**src/rtl/aes_pkg.sv**
```systemverilog
// Shared AES data-path constants and the serializer state type.
package aes_pkg;
  localparam int AES_BLOCK_BYTES = 16;
  localparam int AES_BYTE_W      = 8;
  localparam int AES_BLOCK_W     = AES_BLOCK_BYTES * AES_BYTE_W;

  typedef enum logic {
    ST_IDLE = 1'b0,
    ST_SEND = 1'b1
  } ser_state_t;
endpackage

```
**src/rtl/aes_block_fifo.sv**
```systemverilog
// Synchronous block FIFO; read data is registered and updates only on a pop.
module aes_block_fifo #(
  parameter int WIDTH = 128,
  parameter int DEPTH = 4,
  localparam int ADDR_W = $clog2(DEPTH)
) (
  input  logic              clk,
  input  logic              rst_n,
  input  logic              push,
  input  logic              pop,
  input  logic [WIDTH-1:0]  wdata,
  output logic [WIDTH-1:0]  rdata,
  output logic              full,
  output logic              empty,
  output logic [ADDR_W:0]   count
);
  localparam logic [ADDR_W:0] FULL_COUNT = DEPTH[ADDR_W:0];

  logic [WIDTH-1:0]  mem [DEPTH];
  logic [ADDR_W-1:0] wr_ptr;
  logic [ADDR_W-1:0] rd_ptr;
  logic [ADDR_W:0]   count_next;
  logic              do_push;
  logic              do_pop;

  assign empty   = (count == '0);
  // A pop frees a slot in the same cycle, so a push into a full FIFO succeeds then.
  assign do_pop  = pop & ~empty;
  assign do_push = push & (~full | do_pop);

  always_comb begin
    count_next = count;
    if (do_push && !do_pop) begin
      count_next = count + 1'b1;
    end else if (!do_push && do_pop) begin
      count_next = count - 1'b1;
    end
  end

  always_ff @(posedge clk or negedge rst_n) begin
    if (!rst_n) begin
      wr_ptr <= '0;
      rd_ptr <= '0;
      count  <= '0;
      full   <= 1'b0;
      rdata  <= '0;
    end else begin
      count <= count_next;
      full  <= (count_next == FULL_COUNT);
      if (do_push) begin
        wr_ptr <= wr_ptr + 1'b1;
      end
      if (do_pop) begin
        rd_ptr <= rd_ptr + 1'b1;
        rdata  <= mem[rd_ptr];
      end
    end
  end

  always_ff @(posedge clk) begin
    if (do_push) begin
      mem[wr_ptr] <= wdata;
    end
  end
endmodule

```
**src/rtl/aes_ecb_byte_serializer.sv**
```systemverilog
// Buffers AES ciphertext blocks and streams them out byte 0 first over valid/ready.
module aes_ecb_byte_serializer
  import aes_pkg::*;
#(
  parameter int DATA_WIDTH  = AES_BYTE_W,
  parameter int BLOCK_BYTES = AES_BLOCK_BYTES,
  parameter int DEPTH       = 4,
  localparam int BLOCK_W    = DATA_WIDTH * BLOCK_BYTES,
  localparam int ADDR_W     = $clog2(DEPTH),
  localparam int IDX_W      = $clog2(BLOCK_BYTES)
) (
  input  logic                  clk_i,
  input  logic                  rst_n_i,
  input  logic                  enable_i,
  input  logic [BLOCK_W-1:0]    block_i,
  input  logic                  block_valid_i,
  output logic                  fifo_full_o,
  output logic [ADDR_W:0]       level_o,
  output logic [DATA_WIDTH-1:0] byte_o,
  output logic                  byte_valid_o,
  input  logic                  byte_ready_i,
  output logic                  last_o,
  output logic                  overflow_o
);
  localparam logic [IDX_W-1:0] LAST_IDX = IDX_W'(BLOCK_BYTES - 1);

  ser_state_t         state;
  ser_state_t         state_next;
  logic [IDX_W-1:0]   idx;
  logic [IDX_W-1:0]   idx_next;
  logic [BLOCK_W-1:0] cur_block;
  logic               push;
  logic               pop;
  logic               fifo_empty;
  logic               sending;

  assign push = block_valid_i & enable_i;

  aes_block_fifo #(
    .WIDTH (BLOCK_W),
    .DEPTH (DEPTH)
  ) u_fifo (
    .clk   (clk_i),
    .rst_n (rst_n_i),
    .push  (push),
    .pop   (pop),
    .wdata (block_i),
    .rdata (cur_block),
    .full  (fifo_full_o),
    .empty (fifo_empty),
    .count (level_o)
  );

  always_ff @(posedge clk_i or negedge rst_n_i) begin
    if (!rst_n_i) begin
      state <= ST_IDLE;
      idx   <= '0;
    end else begin
      state <= state_next;
      idx   <= idx_next;
    end
  end

  // enable_i only gates loading a new block; a block already in SEND always completes.
  always_comb begin
    state_next   = state;
    idx_next     = idx;
    pop          = 1'b0;
    byte_valid_o = 1'b0;
    case (state)
      ST_IDLE: begin
        if (!fifo_empty && enable_i) begin
          pop        = 1'b1;
          idx_next   = '0;
          state_next = ST_SEND;
        end
      end
      ST_SEND: begin
        byte_valid_o = 1'b1;
        if (byte_ready_i) begin
          if (idx == LAST_IDX) begin
            idx_next = '0;
            if (!fifo_empty && enable_i) begin
              pop = 1'b1;
            end else begin
              state_next = ST_IDLE;
            end
          end else begin
            idx_next = idx + 1'b1;
          end
        end
      end
      default: state_next = ST_IDLE;
    endcase
  end

  assign sending = (state == ST_SEND);
  assign byte_o  = sending ? cur_block[idx*DATA_WIDTH +: DATA_WIDTH] : '0;
  assign last_o  = sending && (idx == LAST_IDX);

  // A push is lost only when the FIFO is full and nothing leaves it this cycle.
  always_ff @(posedge clk_i or negedge rst_n_i) begin
    if (!rst_n_i) begin
      overflow_o <= 1'b0;
    end else if (push && fifo_full_o && !pop) begin
      overflow_o <= 1'b1;
    end
  end
endmodule
```
**config.mk**
```make
export PLATFORM = sky130hd
export DESIGN_NAME = aes_ecb_byte_serializer
export DESIGN_NICKNAME = d
export VERILOG_FILES = /design/src/rtl/aes_pkg.sv /design/src/rtl/aes_block_fifo.sv /design/src/rtl/aes_ecb_byte_serializer.sv
export SDC_FILE = /design/constraint.sdc
export NUM_CORES = 1
export LEC_CHECK = 0
export CAP_MARGIN = 10
export CORE_ASPECT_RATIO = 0.7
export CORE_UTILIZATION = 55
export CTS_CLUSTER_DIAMETER = 200
export CTS_CLUSTER_SIZE = 10
export DETAILED_ROUTE_END_ITERATION = 8
export MAX_ROUTING_LAYER = met4
export PLACE_DENSITY_LB_ADDON = 0.1
export SLEW_MARGIN = 10
export SYNTH_ARGS = -nofsm -noshare
export SYNTH_HDL_FRONTEND = slang
export SYNTH_HIERARCHICAL = 1
export SYNTH_SLANG_ARGS = --single-unit
export TNS_END_PERCENT = 1
```
**constraint.sdc**
```tcl
create_clock -name clk_i -period 11.75 [get_ports clk_i]
set_input_delay 2.35 -clock clk_i [delete_from_list [all_inputs] [get_ports clk_i]]
set_output_delay 2.35 -clock clk_i [all_outputs]
set_load 0.02 [all_outputs]
```
==> results.ini, run 1 <==
[status]
status = complete, no violations

[sta]
max_fclk_mhz = 154
timing.final.max_slew_violations = 0
finalClockSkew_ns = 0.0210
hold_violations = 0
timing.slew.headroom = 0.321
unrepaired_setup_endpoints_after_global_routing = no
fin_setup_tns_ns = 0
fin_crit_ns = 6.48
finalSetupViolCount = 0
final_min_period_over_clock_period = 0.551
setup_slack_ns = 5.27
worst_pin_slew_ns = 1.02

[die]
fp.dieW_um = 258
die_y_um = 181
row_count = 65
fp.dieArea_mm2 = 0.0466
initial_core_util = 0.558
ioPinCount = 148
fp.coreArea_mm2 = 0.0451

[critical_path]
reg2reg_to = u_fifo/mem[2][51]
worstSetupEndpoint = u_fifo/mem[2][51]
worst_ep_arrival_time_ns = 6.69
worstPathCellList = clkdlybuf4s50_1 > nand4_1 > a21oi_1 > nand2b_4 > a21boi_1 > and2_4 > buf_4 > buf_4
critPathSlowestCell = sky130_fd_sc_hd__buf_4
setup_crit_start_kind = primary input
path_max_fanout = 50
crit_path_max_incr_delay_ns = 0.74
cp_data_required_time_ns = 11.96
critical_path.most_common_cell = sky130_fd_sc_hd__buf_4
startpoint = byte_ready_i
reg2regPathDepth = 9
setup.worst_path.class = primary input to flip-flop
critical_path.endpoint_type = flip-flop
regToRegStartpoint = idx[1]
r2r_slack_ns = 6.72

[clock_tree]
cts_hold_buffers = 0
clk_pin_slew_worst_paths_ns = 0.05
clock_buffers_created_by_tritoncts = 75
clock-sinks = 654
cts_tree = done
ctsLongestPathBuffers = 3
postCtsSetupRepairBufs = 0
clk_root_buffer_cell = sky130_fd_sc_hd__clkbuf_16
htree_num_levels = 3
clock_latency_ns = 0.59
post_cts_resized = 0

[synthesis]
asyncSetResetFlopFracSynth = 0.217
yosysUniqueCellTypes = 41
synth_top_flop_cell = sky130_fd_sc_hd__edfxtp_1
synth.cell_area_mm2 = 0.0251
top_cells_by_instance_count_after_synthesis = sky130_fd_sc_hd__edfxtp_1 (512), sky130_fd_sc_hd__nand2_1 (401), sky130_fd_sc_hd__mux4_2 (156), sky130_fd_sc_hd__dfrtp_1 (142), sky130_fd_sc_hd__clkbuf_1 (28)
syn_inst = 1380
synth_enable_flop_cells = 512
ys_ff_latch = 654
synth_largest_type_area_fraction = 0.612
synth_area_leader_cell = sky130_fd_sc_hd__edfxtp_1
synth_area_leaders = sky130_fd_sc_hd__edfxtp_1 (61%), sky130_fd_sc_hd__dfrtp_1 (14%), sky130_fd_sc_hd__mux4_2 (14%)
synth_nets = 1521
synthesis.area_per_instance_um2 = 18.2
seq_area_frac_synth = 0.753
most_frequently_used_cell_type_in_the_post_synthesis_netlist = sky130_fd_sc_hd__edfxtp_1
yosys_warnings = 6

[drt]
dr_wl_met3_um = 3360
maxUsedRoutingLayer = met4
vias = 12600
drt-wirelength-per-cell_um = 23.9
drcViolationCount = 0
drt-met1-wl_um = 24200
wl_um = 52900
route.antenna.remaining_nets = 0
dr_wl_met2_um = 24700
drt_pass1_iterations = 5
drt-vias-per-instance = 5.71
first_iter_violations = 1059

[power]
power.switching_fraction = 0.288
clock_power_share = 0.296
comb_power_share = 0.248
share_of_total_power_in_sequential_cells = 0.457
peakVddDrop_uv = 183
total_switching_power_mw = 1.99
leakage_nw = 10.6
internal_power_mw = 4.92
power_density_mw_per_mm2 = 236

[placement]
placement.io_buffers = 147
replace_congestion = 0.785
hpwl_um = 32200
place_ws_ns = 4.68

[grt]
grt_antenna_before_repair = 2
grt_start_max_net_pins = 91
grt_usage = 0.244
grt_remaining_overflow = 0
first_global_vias = 13000
global_route_wire_length_before_repair_um = 81000

[min_path]
hold_path_class = flip-flop to flip-flop

[cells_and_area]
final_layout_size_suffix_gt1_frac = 0.166
layout.core_utilization = 0.650
syn2layout_area_growth_pct = 16.4
layout.nets = 1693

[run]
cap_viol_max_count = 0

[metal layers]
layer | up-vias | global-route usage
met5 | - | -
met1 | 6633 | 0.369
met2 | 376 | 0.350
li1 | 5581 | -
met4 | 0 | 0.0509
met3 | 58 | 0.0491
[registers in the layout (all words and copies together), names as in the netlist]
signal and flops:
u_fifo/rdata 128, u_fifo/count 3, sending 1, idx 4, overflow_o 1, u_fifo/wr_ptr 2
u_fifo/full 1, u_fifo/mem 512, u_fifo/rd_ptr 2
[layout by cell type, fill, tap and decap left out, drive strengths merged, types with 2 or more instances in the layout]
master         count
o22ai              5
clkbuf           132
nand3              5
nor2b              5
o21ai              8
nand4              3
a22oi              3
edfxtp           512
clkdlybuf4s50    146
inv                8
and2               7
a21boi             2
buf               21
mux4             157
ha                 8
o211ai             3
dfrtp            142
a32oi              2
xnor2              5
nand2            401
and3               2
nand2b             4
mux2i             18
[worst min-delay path by stage]
stage	start	endpoint	slack, ns	cells past startpoint
after global placement	u_fifo/rdata[114]	u_fifo/rdata[114]	0.45	2
after CTS	u_fifo/rdata[114]	u_fifo/rdata[114]	0.47	2
after floorplan	u_fifo/rdata[11]	u_fifo/rdata[11]	0.44	2
after global routing	u_fifo/rdata[114]	u_fifo/rdata[114]	0.48	2
after detailed placement	u_fifo/rdata[114]	u_fifo/rdata[114]	0.46	2
final	u_fifo/rdata[114]	u_fifo/rdata[114]	0.47	2
[power groups by stage]
stage                     combinational (mW)  clock [mW]  sequential, mW
after floorplan                         1.28           0            3.08
after global placement                  1.73           0            3.19
after detailed placement                1.74           0            3.20
after CTS                               1.74        2.09            3.16
after global routing                    1.85        2.19            3.19
final                                   1.71        2.04            3.15
[cell families (layout without fill, tap and decap cells)]
group / after synthesis / in the layout / synth area share
AOI/OAI and AO/OA: 30 / 30 / 0.00836
xor gates and xnor gates: 5 / 5 / 0.00174
adders and majority gates: 8 / 8 / 0.00398
buffers and inverters: 77 / 308 / 0.0177
DFF: 654 / 654 / 0.753
muxes: 176 / 176 / 0.148
other: 0 / 1 / 0
and+or+nand+nor: 430 / 430 / 0.0668
[critical path, delay by kind of cell]
| kind | cells | cell delay, ns |
|---|---|---|
| AOI/OAI and AO/OA | 2 | 0.96 |
| and+or+nand+nor | 3 | 1.22 |
| buffers and inverters | 3 | 2.03 |
[per-stage QoR]
step           hold WS [ns]  power (mW)  instances  cell area [µm²]
6_report              0.467        6.90       2215            29300
5_1_grt               0.483        7.23       2214            29300
4_1_cts               0.472        6.99       2214            29300
3_5_place_dp          0.459        4.93       2078            27100
3_3_place_gp          0.453        4.91       2078            27100
2_1_floorplan         0.437        4.35       1380            25100
[area by class of cell]
type,instances,area (µm²)
diodes,1,2.50
clock buffers,132,2090
clock inverters,4,35.0
fillers,3142,15800
inverters,5,18.8
multi-input cells,649,5790
flip-flops and latches,654,18900
well taps,603,754
repair buffers,167,1640
Note: power is estimated with default switching activity, not from simulation.
==> run 2: changes to the inputs <==
CORE_UTILIZATION = 53   (was 55)
clock period = 5.2 ns   (was 11.75 ns; I/O delays follow)
==> results.ini, run 2 (synthesis results as in run 1) <==
[cells_and_area]
layout_commonest_cell = sky130_fd_sc_hd__edfxtp_1
syn2layout_area_growth_pct = 17.6
diodes = 0
largest_register = u_fifo/mem
layout.core_utilization = 0.634
layout.cells.most_common_list = sky130_fd_sc_hd__edfxtp_1 (512), sky130_fd_sc_hd__nand2_1 (401), sky130_fd_sc_hd__mux4_2 (156)
finish.instance_area_mm2 = 0.0296
largest_reg_flops = 512
top_regs = u_fifo/mem x512, u_fifo/rdata x128, idx x4
final_layout_size_suffix_gt1_frac = 0.174
layout.nets = 1703

[min_path]
hold_path_class = primary input to asynchronous set/reset pin

[sta]
timing.slew.headroom = 0.268
max_fclk_mhz = 231
fin_crit_ns = 4.33
timing.final.max_slew_violations = 0
finalSetupViolCount = 0
worst_pin_slew_ns = 1.10
finalClockSkew_ns = 0.0236
final_min_period_over_clock_period = 0.833
unrepaired_setup_endpoints_after_global_routing = no
hold_violations = 0

[critical_path]
startpoint = idx[0]
path_max_fanout = 19
regToRegStartpoint = idx[2]
worst_ep_arrival_time_ns = 3.29
setup_crit_start_kind = flip-flop
cp_data_required_time_ns = 4.16
setup.worst_path.class = flip-flop to output pin
critical_path.endpoint_type = output pin

[clock_tree]
post_cts_resized = 0
clk_root_buffer_cell = sky130_fd_sc_hd__clkbuf_16
clock_buffers_created_by_tritoncts = 75
cts_tree = done
clock-sinks = 654
clk_pin_slew_worst_paths_ns = 0.06
htree_num_levels = 3
cts_hold_buffers = 0
ctsLongestPathBuffers = 3
postCtsSetupRepairBufs = 0
clock_latency_ns = 0.59

[die]
fp.coreArea_mm2 = 0.0467
initial_core_util = 0.539
ioPinCount = 148
fp.dieW_um = 262
fp.dieArea_mm2 = 0.0483
row_count = 66
die_y_um = 184

[grt]
grt_start_max_net_pins = 85
first_global_vias = 12900
grt_remaining_overflow = 0
grt_usage = 0.235
grt_antenna_before_repair = 0
global_route_wire_length_before_repair_um = 81300

[drt]
drt-vias-per-instance = 5.68
vias = 12700
drcViolationCount = 0
drt_pass1_iterations = 5
drt-wirelength-per-cell_um = 23.8
first_iter_violations = 1035
wl_um = 53200
route.antenna.remaining_nets = 0

[status]
status = complete, no violations

[power]
power_density_mw_per_mm2 = 535
peakVddDrop_uv = 380
leakage_nw = 10.7

[placement]
hpwl_um = 33400
replace_congestion = 0.821
placement.io_buffers = 147
place_area_mm2 = 0.0274

[run]
cap_viol_max_count = 0

==> run 2: power breakdown <==
part,switching [mW],internal [mW]
Combinational,1.92,1.90
Clock,1.95,2.78
Sequential,0.698,6.55
Total,4.57,11.2
==> run 2: metrics by stage <==
step | TNS (ns) | setup WS [ns] | std cells | hold WS, ns | total power [mW]
floorplan | -72.04 | -0.188 | 1380 | 0.437 | 9.83
detailed placement | 0 | 1.05 | 2097 | 0.458 | 11.2
global placement | 0 | 1.09 | 2097 | 0.453 | 11.2
finish | 0 | 0.868 | 2236 | 0.472 | 15.8
CTS | 0 | 0.862 | 2236 | 0.474 | 16.0
global route | 0 | 0.729 | 2236 | 0.497 | 16.5
==> run 2: worst max-delay path, cell delays in order, from the launching register on <==
cell                              delay (ns)
sky130_fd_sc_hd__dfrtp_2                0.79
sky130_fd_sc_hd__buf_4                  0.39
sky130_fd_sc_hd__mux4_2                 0.61
sky130_fd_sc_hd__mux2i_1                0.18
sky130_fd_sc_hd__o22ai_1                0.16
sky130_fd_sc_hd__clkdlybuf4s50_1        0.57
==> run 2: routing by layer <==
metal  up-vias  global-route usage  routed length [µm]  share of wire
met3        62              0.0409                3210          0.060
li1       5614                   -                   -              -
met2       382               0.346               24700           0.46
met5         -                   -                   0              0
met1      6644               0.348               24400           0.46
met4         0              0.0555                 861          0.016
==> run 2: path summary, 6_finish.rpt <==
check	end	slack [ns]	depth (start not counted)
worst max register to register	u_fifo/mem[0][13]	1.63	6
worst min register to register	u_fifo/rdata[126]	0.47	2
min in group clk_i	u_fifo/rdata[126]	0.47	2
worst max-delay path	byte_o[0]	0.87	5
max in group asynchronous	u_fifo/rdata[56]	3.67	2
worst min-delay path	u_fifo/count[2]	0.47	1
==> run 2: cell type report <==
| cell class | count | area [µm²] |
|---|---|---|
| Inverter | 5 | 18.8 |
| Tap cell | 612 | 766 |
| Sequential cell | 654 | 18900 |
| Clock buffer | 133 | 2140 |
| Clock inverter | 6 | 67.6 |
| Multi-Input combinational cell | 649 | 5790 |
| Timing Repair Buffer | 177 | 1850 |
| Fill cell | 3286 | 17100 |
